File: config.mk
export PLATFORM = sky130hd
export DESIGN_NAME = fbs_ctrl_flat
export DESIGN_NICKNAME = d
export VERILOG_FILES = /design/src/rtl/fbs_pkg.sv /design/src/rtl/fbs_if.sv /design/src/rtl/fbs_ctrl_f_regfile.sv /design/src/rtl/fbs_ctrl.sv /design/src/flat_wrapper.sv
export SDC_FILE = /design/constraint.sdc
export NUM_CORES = 1
export LEC_CHECK = 0
export BUFFER_PORTS_ARGS = -buffer_cell sky130_fd_sc_hd__buf_4
export CORE_AREA = 8 8 220 222
export DETAILED_ROUTE_END_ITERATION = 10
export DIE_AREA = 0 0 228 230
export PLACE_DENSITY_LB_ADDON = 0.25
export SYNTH_ARGS = -nofsm -noshare
export SYNTH_HDL_FRONTEND = slang
export SYNTH_HIERARCHICAL = 1
export SYNTH_SLANG_ARGS = --single-unit
File: constraint.sdc
create_clock -name clk -period 4.15 [get_ports clk]
set_clock_uncertainty 0.15 [all_clocks]
set_input_delay 0.6225 -clock clk [delete_from_list [all_inputs] [get_ports clk]]
set_output_delay 0.6225 -clock clk [all_outputs]
set_load 0.01 [all_outputs]
File: src/rtl/fbs_pkg.sv
// fbs_pkg: shared state encoding, error bit positions and default sizes for the f-register backup controller
package fbs_pkg;

    localparam int DEF_NREG    = 16;
    localparam int DEF_WIDTH   = 16;
    localparam int DEF_DEPTH   = 16;
    localparam int DEF_TIMEOUT = 15;

    localparam int ERR_OVF = 0;
    localparam int ERR_UNF = 1;
    localparam int ERR_TO  = 2;

    typedef enum logic [1:0] {
        ST_IDLE    = 2'd0,
        ST_BACKUP  = 2'd1,
        ST_RESTORE = 2'd2,
        ST_LOAD    = 2'd3
    } state_t;

endpackage

File: src/rtl/fbs_if.sv
// fbs_if: snapshot bus between the controller (master) and the fbs backup store (slave)
interface fbs_if #(
    parameter int NREG  = fbs_pkg::DEF_NREG,
    parameter int WIDTH = fbs_pkg::DEF_WIDTH
);

    logic                  backup;
    logic                  restore;
    logic [NREG*WIDTH-1:0] snapOut;
    logic [NREG*WIDTH-1:0] snapIn;
    logic                  restoreIn;

    modport master (output backup, restore, snapOut, input snapIn, restoreIn);
    modport slave  (input backup, restore, snapOut, output snapIn, restoreIn);

endinterface

File: src/rtl/fbs_ctrl_f_regfile.sv
// f_regfile: NREG x WIDTH register file with one write port, two combinational reads and a whole-file bulk load
module f_regfile import fbs_pkg::*; #(
    parameter int NREG  = DEF_NREG,
    parameter int WIDTH = DEF_WIDTH
) (
    input  logic                     clk,
    input  logic                     reset,
    input  logic                     we,
    input  logic [$clog2(NREG)-1:0]  waddr,
    input  logic [WIDTH-1:0]         wdata,
    input  logic [$clog2(NREG)-1:0]  raddr0,
    input  logic [$clog2(NREG)-1:0]  raddr1,
    output logic [WIDTH-1:0]         rdata0,
    output logic [WIDTH-1:0]         rdata1,
    input  logic                     load,
    input  logic [NREG*WIDTH-1:0]    loadData,
    output logic [NREG*WIDTH-1:0]    snap
);

    localparam int AW = $clog2(NREG);

    logic [WIDTH-1:0] f [NREG];

    // bulk load wins over the single write port
    always_ff @(posedge clk)
        for (int i = 0; i < NREG; i++)
            if (reset) f[i] <= '0;
            else if (load) f[i] <= loadData[WIDTH*i +: WIDTH];
            else if (we && waddr == AW'(i)) f[i] <= wdata;

    for (genvar i = 0; i < NREG; i++) begin : g_snap
        assign snap[WIDTH*i +: WIDTH] = f[i];
    end

    assign rdata0 = f[raddr0];
    assign rdata1 = f[raddr1];

endmodule

File: src/rtl/fbs_ctrl.sv
// fbs_ctrl: turns call/ret into backup/restore pulses for fbs, tracks depth, timeouts and sticky errors, stalls the pipe
module fbs_ctrl import fbs_pkg::*; #(
    parameter int NREG    = DEF_NREG,
    parameter int WIDTH   = DEF_WIDTH,
    parameter int DEPTH   = DEF_DEPTH,
    parameter int TIMEOUT = DEF_TIMEOUT
) (
    input  logic                        clk,
    input  logic                        reset,
    input  logic                        call,
    input  logic                        ret,
    input  logic                        we,
    input  logic [$clog2(NREG)-1:0]     waddr,
    input  logic [WIDTH-1:0]            wdata,
    input  logic [$clog2(NREG)-1:0]     raddr0,
    input  logic [$clog2(NREG)-1:0]     raddr1,
    output logic [WIDTH-1:0]            rdata0,
    output logic [WIDTH-1:0]            rdata1,
    output logic                        stall,
    output logic [$clog2(DEPTH+1)-1:0]  depth,
    output logic [2:0]                  err,
    fbs_if.master                       bus
);

    localparam int CW = $clog2(TIMEOUT + 1);
    localparam int DW = $clog2(DEPTH + 1);

    state_t                state, nstate;
    logic [CW-1:0]         cnt;
    logic                  idle, req_call, req_ret, full, empty;
    logic                  acc_call, acc_ret, load, tmo, wr;
    logic [NREG*WIDTH-1:0] snap;

    // a write in the cycle a call is accepted still lands, so the snapshot carries it
    always_comb begin
        idle     = state == ST_IDLE;
        req_call = idle & call & ~ret;
        req_ret  = idle & ret & ~call;
        full     = depth == DW'(DEPTH);
        empty    = depth == '0;
        acc_call = req_call & ~full;
        acc_ret  = req_ret & ~empty;
        load     = (state == ST_RESTORE) & bus.restoreIn;
        tmo      = (state == ST_RESTORE) & ~bus.restoreIn & (cnt == CW'(TIMEOUT));
        stall    = ~idle | acc_call | acc_ret;
        wr       = we & (~stall | acc_call);
        nstate   = state;
        case (state)
            ST_IDLE:    nstate = acc_call ? ST_BACKUP : acc_ret ? ST_RESTORE : ST_IDLE;
            ST_RESTORE: nstate = load ? ST_LOAD : tmo ? ST_IDLE : ST_RESTORE;
            default:    nstate = ST_IDLE;
        endcase
    end

    always_ff @(posedge clk) begin
        if (reset) begin
            state <= ST_IDLE;
            depth <= '0;
            err   <= '0;
            cnt   <= CW'(1);
        end else begin
            state <= nstate;
            cnt   <= (state == ST_RESTORE) ? cnt + 1'b1 : CW'(1);
            if (acc_call) depth <= depth + 1'b1;
            else if (load | tmo) depth <= depth - 1'b1;
            if (req_call & full) err[ERR_OVF] <= 1'b1;
            if (req_ret & empty) err[ERR_UNF] <= 1'b1;
            if (tmo) err[ERR_TO] <= 1'b1;
        end
    end

    assign bus.backup  = state == ST_BACKUP;
    assign bus.restore = state == ST_RESTORE;
    assign bus.snapOut = snap;

    f_regfile #(.NREG(NREG), .WIDTH(WIDTH)) u_rf (
        .clk      (clk),
        .reset    (reset),
        .we       (wr),
        .waddr    (waddr),
        .wdata    (wdata),
        .raddr0   (raddr0),
        .raddr1   (raddr1),
        .rdata0   (rdata0),
        .rdata1   (rdata1),
        .load     (load),
        .loadData (bus.snapIn),
        .snap     (snap)
    );

endmodule

File: src/flat_wrapper.sv
// flat-port wrapper written by rule: the top's interface ports become plain ports
module fbs_ctrl_flat import fbs_pkg::*;
#(
    parameter int NREG    = DEF_NREG,
    parameter int WIDTH   = DEF_WIDTH,
    parameter int DEPTH   = DEF_DEPTH,
    parameter int TIMEOUT = DEF_TIMEOUT
)
  (clk, reset, call, ret, we, waddr, wdata, raddr0, raddr1, rdata0, rdata1, stall, depth, err, bus_backup, bus_restore, bus_snapOut, bus_snapIn, bus_restoreIn);
  fbs_if #(.NREG(NREG), .WIDTH(WIDTH)) bus_i ();
  input  logic clk;
  input  logic reset;
  input  logic call;
  input  logic ret;
  input  logic we;
  input  logic [$clog2(NREG)-1:0] waddr;
  input  logic [WIDTH-1:0] wdata;
  input  logic [$clog2(NREG)-1:0] raddr0;
  input  logic [$clog2(NREG)-1:0] raddr1;
  output logic [WIDTH-1:0] rdata0;
  output logic [WIDTH-1:0] rdata1;
  output logic stall;
  output logic [$clog2(DEPTH+1)-1:0] depth;
  output logic [2:0] err;
  output wire logic [$bits(bus_i.backup)-1:0] bus_backup;
  output wire logic [$bits(bus_i.restore)-1:0] bus_restore;
  output wire logic [$bits(bus_i.snapOut)-1:0] bus_snapOut;
  input wire logic [$bits(bus_i.snapIn)-1:0] bus_snapIn;
  input wire logic [$bits(bus_i.restoreIn)-1:0] bus_restoreIn;
  assign bus_backup = bus_i.backup;
  assign bus_restore = bus_i.restore;
  assign bus_snapOut = bus_i.snapOut;
  assign bus_i.snapIn = bus_snapIn;
  assign bus_i.restoreIn = bus_restoreIn;
  fbs_ctrl #(.NREG(NREG), .WIDTH(WIDTH), .DEPTH(DEPTH), .TIMEOUT(TIMEOUT)) u_core (.clk(clk), .reset(reset), .call(call), .ret(ret), .we(we), .waddr(waddr), .wdata(wdata), .raddr0(raddr0), .raddr1(raddr1), .rdata0(rdata0), .rdata1(rdata1), .stall(stall), .depth(depth), .err(err), .bus(bus_i));
endmodule
* Word level (Yosys, flattened, before mapping)
Memories as Yosys holds them, arrays and structs flattened.
Index checks and enable logic that the tools add are counted.
** Word-level totals
- Flip-flop bits (word level) :: 14
- Latch bits :: 0
- Memory bits (writable) :: 256
- ROM bits :: 0
- Input bits :: 290
- Output and inout port bits :: 299
- Logic and storage cells :: 214
- Memories kept :: 1
** Operators by class
- Add/subtract/negate cells :: 3
- $mul :: 0
- Divide/modulo/power cells :: 0
- Order comparisons :: 0
- Equal/unequal tests :: 19
- Shifts and indexed selects :: 0
- Muxes and demuxes :: 108
- Bitwise logic cells :: 56
- Reduce and logical (&&, ||, !) cells :: 21
** Memories
- u_core.u_rf.f :: words 16, width 16, rd ports 18, clocked after memory_dff 0, wr ports 16, RTL line fbs_ctrl_f_regfile.sv:22 : logic [WIDTH-1:0] f [NREG];
** Operators by type and width (count)
- 16-bit 2-to-1 mux :: 32
- 1-bit 2-to-1 mux :: 69
- 4-bit == test (second input constant) :: 9
- 1-bit OR :: 36
- 4-bit by 3-bit == test with 1-bit output (second input constant) :: 4
- 1-bit logical AND :: 16
- 1-bit AND :: 12
- 5-bit 2-to-1 mux :: 2
- 4-bit by 2-bit == test with 1-bit output (second input constant) :: 2
- 2-bit 2-to-1 mux :: 4
- 1-bit inverter :: 8
- 5-bit by 1-bit adder with 5-bit output (second input constant) :: 1
- 5-bit == test (second input constant) :: 1
- 5-bit logical NOT :: 1
- 5-bit by 1-bit subtractor with 5-bit output (second input constant) :: 1
- 4-bit by 1-bit adder with 4-bit output (second input constant) :: 1
- 4-bit by 1-bit == test with 1-bit output (second input constant) :: 1
- 4-bit logical NOT :: 1
- 2-bit one-hot mux with 2 select lines :: 1
- 2-bit by 1-bit == test with 1-bit output (second input constant) :: 1
- 2-bit == test (second input constant) :: 1
- 2-bit logical NOT :: 1
- 2-bit nonzero test :: 1
- 2-bit OR reduction :: 1

* Depth between registers and ports, before layout
Gate-level depths: netlist of the first run.
- Depth after elaboration :: 15
- Mapped depth :: 10
- Gate-level depth less buffers :: 9

* By module
The synthesis of the first run kept the hierarchy.
** By module, submodules not included
- f_regfile :: instances 1, cells each 997, area each 14732.9 sq um, seq. area each 7687.4 sq um
- fbs_ctrl :: instances 1, cells each 101, area each 853.3 sq um, seq. area each 280.3 sq um

* Worst setup path before layout of the first run
Ideal clock, no wire load.
- Path kind :: register -> register
- Start point :: register u_core.depth[2]
- End point :: memory u_core/u_rf/f[0][0] (netlist name), enable pin
- Library setup time :: 0.411 ns
- Data arrival time :: 2.899 ns
- Setup slack :: 0.690 ns
- Stages on the path, launching flop included :: 7
- Buffers on the path :: 1
- Cell sequence :: dfxtp_1 > or4_1 > o21a_1 > and3b_1 > nand4bb_1 > clkbuf_1 > o21ai_0
** RTL lines
- from (decl) :: RTL line fbs_ctrl.sv:20 : output logic [$clog2(DEPTH+1)-1:0] depth,
- from (signal assigned) :: RTL line fbs_ctrl.sv:64 : if (acc_call) depth <= depth + 1'b1;
- from (signal assigned) :: RTL line fbs_ctrl.sv:65 : else if (load | tmo) depth <= depth - 1'b1;
- to (decl) :: RTL line fbs_ctrl_f_regfile.sv:22

* Worst setup path in the final report of the first run
- Start point :: input port raddr1[0]
- End point :: output port rdata1[7]
** Between the ends
- Word-level cells in the longest chain between the ends :: 1
** RTL lines
- from (decl) :: RTL line flat_wrapper.sv:19 : input logic [$clog2(NREG)-1:0] raddr1;
- memory 16 x 16 bit
- to (decl) :: RTL line flat_wrapper.sv:21 : output logic [WIDTH-1:0] rdata1;
No other way between the ends.

==> results of run 1 <==
per-stage QoR:
stage                     utilization, %  setup slack, ns
after floorplan                        -            0.690
after global placement              46.4            0.744
after global routing                49.0            0.617
final                               49.1            0.691
after CTS                           49.0            0.739
after detailed placement            46.4            0.756
layout make-up:
cell class	instances	area [um^2]
clock inverter	22	270
antenna	11	27.5
fill	4078	22900
timing repair buffer	647	5080
sequential	270	7970
tap	600	751
inverter	3	11.3
multi-input combinational	682	7030
clock buffer	38	887
power groups by stage:
stage	clock, mW	sequential, mW	combinational [mW]
6_report	3.16	3.50	1.96
5_1_grt	3.29	3.51	2.03
4_1_cts	3.20	3.49	1.95
3_5_place_dp	0	3.55	1.94
3_3_place_gp	0	3.54	1.93
2_1_floorplan	0	3.51	0.774
final timing paths:
| kind | from | endpoint | slack, ns | cells after the start |
|---|---|---|---|---|
| worst max-delay path | raddr1[0] | rdata1[7] | 0.69 | 6 |
| worst min-delay path | bus_snapIn[126] | u_core/u_rf/f[7][14]$_DFFE_PP_ | 0.20 | 3 |
| worst max register to register | u_core/depth[2]$_SDFFE_PP0P_ | u_core/u_rf/f[5][14]$_DFFE_PP_ | 0.84 | 7 |
| worst min register to register | u_core/cnt[0]$_SDFF_PP1_ | u_core/cnt[0]$_SDFF_PP1_ | 0.28 | 1 |
logic make-up (layout without fill, tap and decap cells):
logic type	after synthesis	count (layout)	share of synthesized area, %
AND/OR/NAND/NOR	186	186	5.47
XOR/XNOR	2	2	0.112
flip-flops	270	270	51.1
adder cells (fa/ha/maj)	5	5	0.401
other	0	11	0
multiplexers	128	128	19.1
buffers and inverters	146	710	4.51
AO/OA/AOI/OAI	361	361	19.3
routing by layer:
layer	vias up	track usage (%)	share of wire [%]
li1	5851	-	-
met1	7605	39.6	37
met2	1230	49.5	47
met3	163	10.5	13
met4	12	10.1	3.2
met5	-	0	0.091
layout by cell type (no fill, tap or decap), types with 11 or more instances in the layout:
cell         n
buf_4      629
edfxtp_1   256
a32o_1     192
nand2_1    117
mux4_2     103
o21ai_0     66
a22oi_1     64
clkbuf_16   35
mux4_1      22
buf_12      18
o21ai_2     16
dfxtp_1     14
nor2_1      13
diode_2     11
sequential cells by signal (all words and copies together) (netlist names):
name,flops
u_core/err,3
u_core/state,2
u_core/cnt,4
u_core/depth,5
u_core/u_rf/f,256
worst reg2reg max path, delay by kind of cell (launching register included):
kind / cells / cell delay, ns
and+or+nand+nor: 3 / 1.17
AOI/OAI and AO/OA: 2 / 0.80
DFF: 1 / 0.36
buffers and inverters: 2 / 0.54
==> results_dict.tcl, run 1 <==
set metrics [dict create \
    status "finished clean" \
    cts_tree "done" \
    num_io_pins 589 \
    synth-async-reset-ratio_pct 0 \
    critical_path.cell_chain "buf_4 -> buf_12 -> mux4_2 -> a22oi_1 -> nand2_1 -> buf_4" \
    clockBufferDepth 3 \
    cts_root_buf "clkbuf_16" \
    setup_tns_ns 0 \
    ant_nets 0 \
    p_switching_mw 2.55 \
    critical-path-max-stage-delay_ns 0.56 \
    instances_no_fill 2273 \
    overflow 0 \
    synth_edf_count 256 \
    yosys_warnings 6 \
    dieArea_um2 52400 \
    initial_utilization_pct 34.7 \
    tightest_slew_ns 1.10 \
    drv_slew 0 \
    antenna_found_initial 15 \
    critPathKind "input port to output pin" \
    rows 78 \
    placed_cells_incl_taps 2202 \
    ys_ff_latch 270 \
    worstPathArrival_ns 2.69 \
    synth.avg_cell_area_um2 14.2 \
    ys_seq_area_share_pct 51.1 \
    p_comb_share_pct 22.7 \
    placed_area_um2 20800 \
    cts_setup_buffers 0 \
    crit_path_end_kind "output pin" \
    power.leakage_nw 8.62 \
    finalWeightedCongestion 0.961 \
    grt_pass1_wl_um 118000 \
    timing.fmax_mhz 289 \
    yosysTopAreaCell "edfxtp_1" \
    ir_drop_mv 0.244 \
    cellPowerDensity_nw_per_um2 391 \
    min_path_type "input port to flop" \
    clk_latency_ns 0.54 \
    clkPwrFrac_pct 36.7 \
    slowest_stage "mux4_2" \
    vias_per_cell 6.54 \
    seqPwrFrac_pct 40.6 \
    clock_sinks 270 \
    fin_crit_ns 3.46 \
    htreeDepth 2 \
    total_power_mw 8.62 \
    wl_per_cell_um 37.7 \
    syn_to_final_growth_pct 41.3 \
    dr.pass1.iters 7 \
    synth_common_cells "edfxtp_1, a32o_1, nand2_1" \
    p_int_mw 6.07 \
    rsz0062_at_grt "no" \
    grt_pass1_vias 14600 \
    ys_types 60 \
    globalRouteTotalUtil_pct 31.1 \
    synth_area_um2 15600 \
    slew_headroom_pct 26.3 \
    setup_viol 0 \
    nNetsFinal 1933 \
    synth_top_area_share_pct 49.3 \
    start_kind "input port" \
    path_clk_slew_ns 0.06 \
    finalInstanceArea_um2 22000 \
    worst-path-buf-inv 3 \
    synth_nets 1393 \
    layout_worst_path_cycle_share_pct 83.4 \
    path_delay_family "buffers and inverters" \
    cts_buffers 34 \
    yosysMostFrequentCell "edfxtp_1" \
    whs_ns 0.203 \
    grt_start_max_net_pins 134 \
    cap_violations 0 \
    io_buffers 588 \
    wl_um 85800 \
    core_area_um2 44900 \
    crit_path_frequent_cell "buf_4" \
    hold_buffers 0 \
    yosys-top-cells-area "edfxtp_1, mux4_2, a32o_1, mux4_1, a22oi_1" \
    cts.repair.resized 0 \
    dp_hpwl_um 65300 \
    vias 14900 \
    drive_above_1_share_pct 50.7 \
    die_h_um 230 \
    hold_viol_final 0 \
    drt_iter0_markers 2106 \
    postSynthCellCount 1098 \
    die_width_um 228 \
    cp_max_fo 35 \
    cp.required_ns 3.38 \
    p_sw_share_pct 29.6 \
    synth_flop_cell "edfxtp_1" \
    drcViolationCount 0 \
]
Note: power is estimated with default switching activity, not from simulation.
==> run 2: changes to the inputs <==
clock period = 3.3 ns   (was 4.15 ns; I/O delays follow)
==> run 2 against run 1 <==
  * Critical endpoint is now rdata1[5]
  * Sequential cell count is the same
  * Cell area hardly changed
  * Non-clock buffer count rose by 16
  * Global-route usage decreased by 0.31 points
==> results_dict.tcl, run 2 (synthesis gave the netlist of run 1 again) <==
set metrics [dict create \
    status "finished clean" \
    nNetsFinal 1946 \
    grt_pass1_vias 14900 \
    whs_path_depth 3 \
    grt_start_max_net_pins 130 \
    drive_above_1_share_pct 50.5 \
    overflow 0 \
    worstPathArrival_ns 2.49 \
    ir_drop_mv 0.333 \
    drt_iter0_markers 2010 \
    syn_to_final_growth_pct 41.2 \
    rsz0062_at_grt "no" \
    die_width_um 228 \
    critical_path.cell_chain "mux4_1 -> a22oi_1 -> nand2_1 -> buf_4" \
    io_buffers 588 \
    dr.pass1.iters 6 \
    min_path_type "input port to flop" \
    cts_tree "done" \
    instances_no_fill 2283 \
    grt_pass1_wl_um 117000 \
    reg_top3 "u_core/u_rf/f (256), u_core/depth (5), u_core/cnt (4)" \
    layout_worst_path_cycle_share_pct 95.0 \
    finalWeightedCongestion 0.974 \
    placed_cells_incl_taps 2218 \
    fin_crit_ns 3.14 \
    initial_utilization_pct 34.7 \
    timing.fmax_mhz 319 \
    globalRouteTotalUtil_pct 30.8 \
    die_h_um 230 \
    tightest_slew_ns 1.15 \
    core_area_um2 44900 \
    start_kind "flop" \
    fill_cells 4012 \
    ant_nets 0 \
    clock_sinks 270 \
    drcViolationCount 0 \
    dp_hpwl_um 64900 \
    cp.required_ns 2.65 \
    most-common-layout-cells "buf_4, edfxtp_1, a32o_1" \
    reg2reg_depth 6 \
    cellPowerDensity_nw_per_um2 466 \
    antenna_found_initial 11 \
    cap_violations 0 \
    regMostFlops "u_core/u_rf/f" \
    dieArea_um2 52400 \
    hold_buffers 0 \
    clk_latency_ns 0.57 \
    clockBufferDepth 3 \
    vias_per_cell 6.49 \
    path_clk_slew_ns 0.06 \
    rows 78 \
    wl_um 85500 \
    cts.repair.resized 0 \
    cts_root_buf "clkbuf_16" \
    finalInstanceArea_um2 22000 \
    vias 14800 \
    hold_viol_final 0 \
    cp_max_fo 3 \
    largest_reg_flops 256 \
    drv_slew 0 \
    htreeDepth 1 \
    placed_area_um2 21000 \
    final_common_cell "buf_4" \
    cts_setup_buffers 0 \
    critPathKind "flop to output pin" \
    slowest_stage "mux4_1" \
    slew_headroom_pct 23.2 \
    cts_buffers 31 \
    wl_per_cell_um 37.5 \
    cp.depth 4 \
    num_io_pins 589 \
    setup_viol 0 \
    worst-path-buf-inv 1 \
    critical-path-max-stage-delay_ns 0.54 \
    crit_path_end_kind "output pin" \
    path_delay_family "multiplexers" \
    power.leakage_nw 8.63 \
]
-- run 2: changes by cell type in the layout (fill, tap and decap cells not counted), moves of 4 or more --
cell,previous run,this run
buf_4,629,639
diode_2,11,7
clkbuf_1,3,8
clkbuf_16,35,31
bufinv_16,6,2
clkinv_1,5,9
buf_12,18,24
-- run 2: final cells by class --
type / instances / area [um^2] / share of cell area [%]
sequential: 270 / 7970 / 36.2
multi-input combinational: 682 / 7030 / 31.9
timing repair buffer: 663 / 5280 / 24.0
clock buffer: 40 / 820 / 3.72
tap: 600 / 751 / 3.41
clock inverter: 18 / 136 / 0.620
antenna: 7 / 17.5 / 0.0796
inverter: 3 / 11.3 / 0.0512
-- run 2: final timing paths --
kind | start | end | slack [ns]
worst min register to register | u_core/cnt[0]$_SDFF_PP1_ | u_core/cnt[0]$_SDFF_PP1_ | 0.27
worst max-delay path | u_core/u_rf/f[10][5]$_DFFE_PP_ | rdata1[5] | 0.16
worst max register to register | u_core/depth[1]$_SDFFE_PP0P_ | u_core/u_rf/f[8][8]$_SDFFCE_PN0P_ | 0.35
worst min-delay path | bus_snapIn[49] | u_core/u_rf/f[3][1]$_DFFE_PP_ | 0.04
-- run 2: power breakdown --
part / switching (mW) / total, mW / internal, mW
Sequential: 0.313 / 4.38 / 4.07
Combinational: 1.35 / 2.54 / 1.19
Clock: 1.45 / 3.34 / 1.90
-- run 2: tightest hold or removal path, cell delays in order --
cell and delay (ns):
buf_4 0.08, nand2_1 0.03, o21ai_0 0.05
-- run 2: metrics by stage --
stage | hold WS (ns) | total power, mW | utilization (%) | worst slack, ns | setup TNS [ns]
final | 0.0396 | 10.3 | 49.0 | 0.163 | 0
after floorplan | 0.235 | 5.39 | - | -0.160 | -29.69
after CTS | 0.0109 | 10.3 | 49.0 | 0.210 | 0
after global routing | 0.0272 | 10.5 | 49.0 | 0.0886 | 0
after detailed placement | 0.255 | 6.96 | 46.9 | 0.310 | 0
after global placement | 0.246 | 6.94 | 46.9 | 0.344 | 0
-- run 2: metal layers --
metal | share of wire, % | up-vias | global-route usage, %
met5 | 0.061 | - | 0
met4 | 2.7 | 8 | 7.50
met3 | 13 | 156 | 10.7
met2 | 48 | 1276 | 50.5
met1 | 37 | 7507 | 38.7
li1 | - | 5868 | -
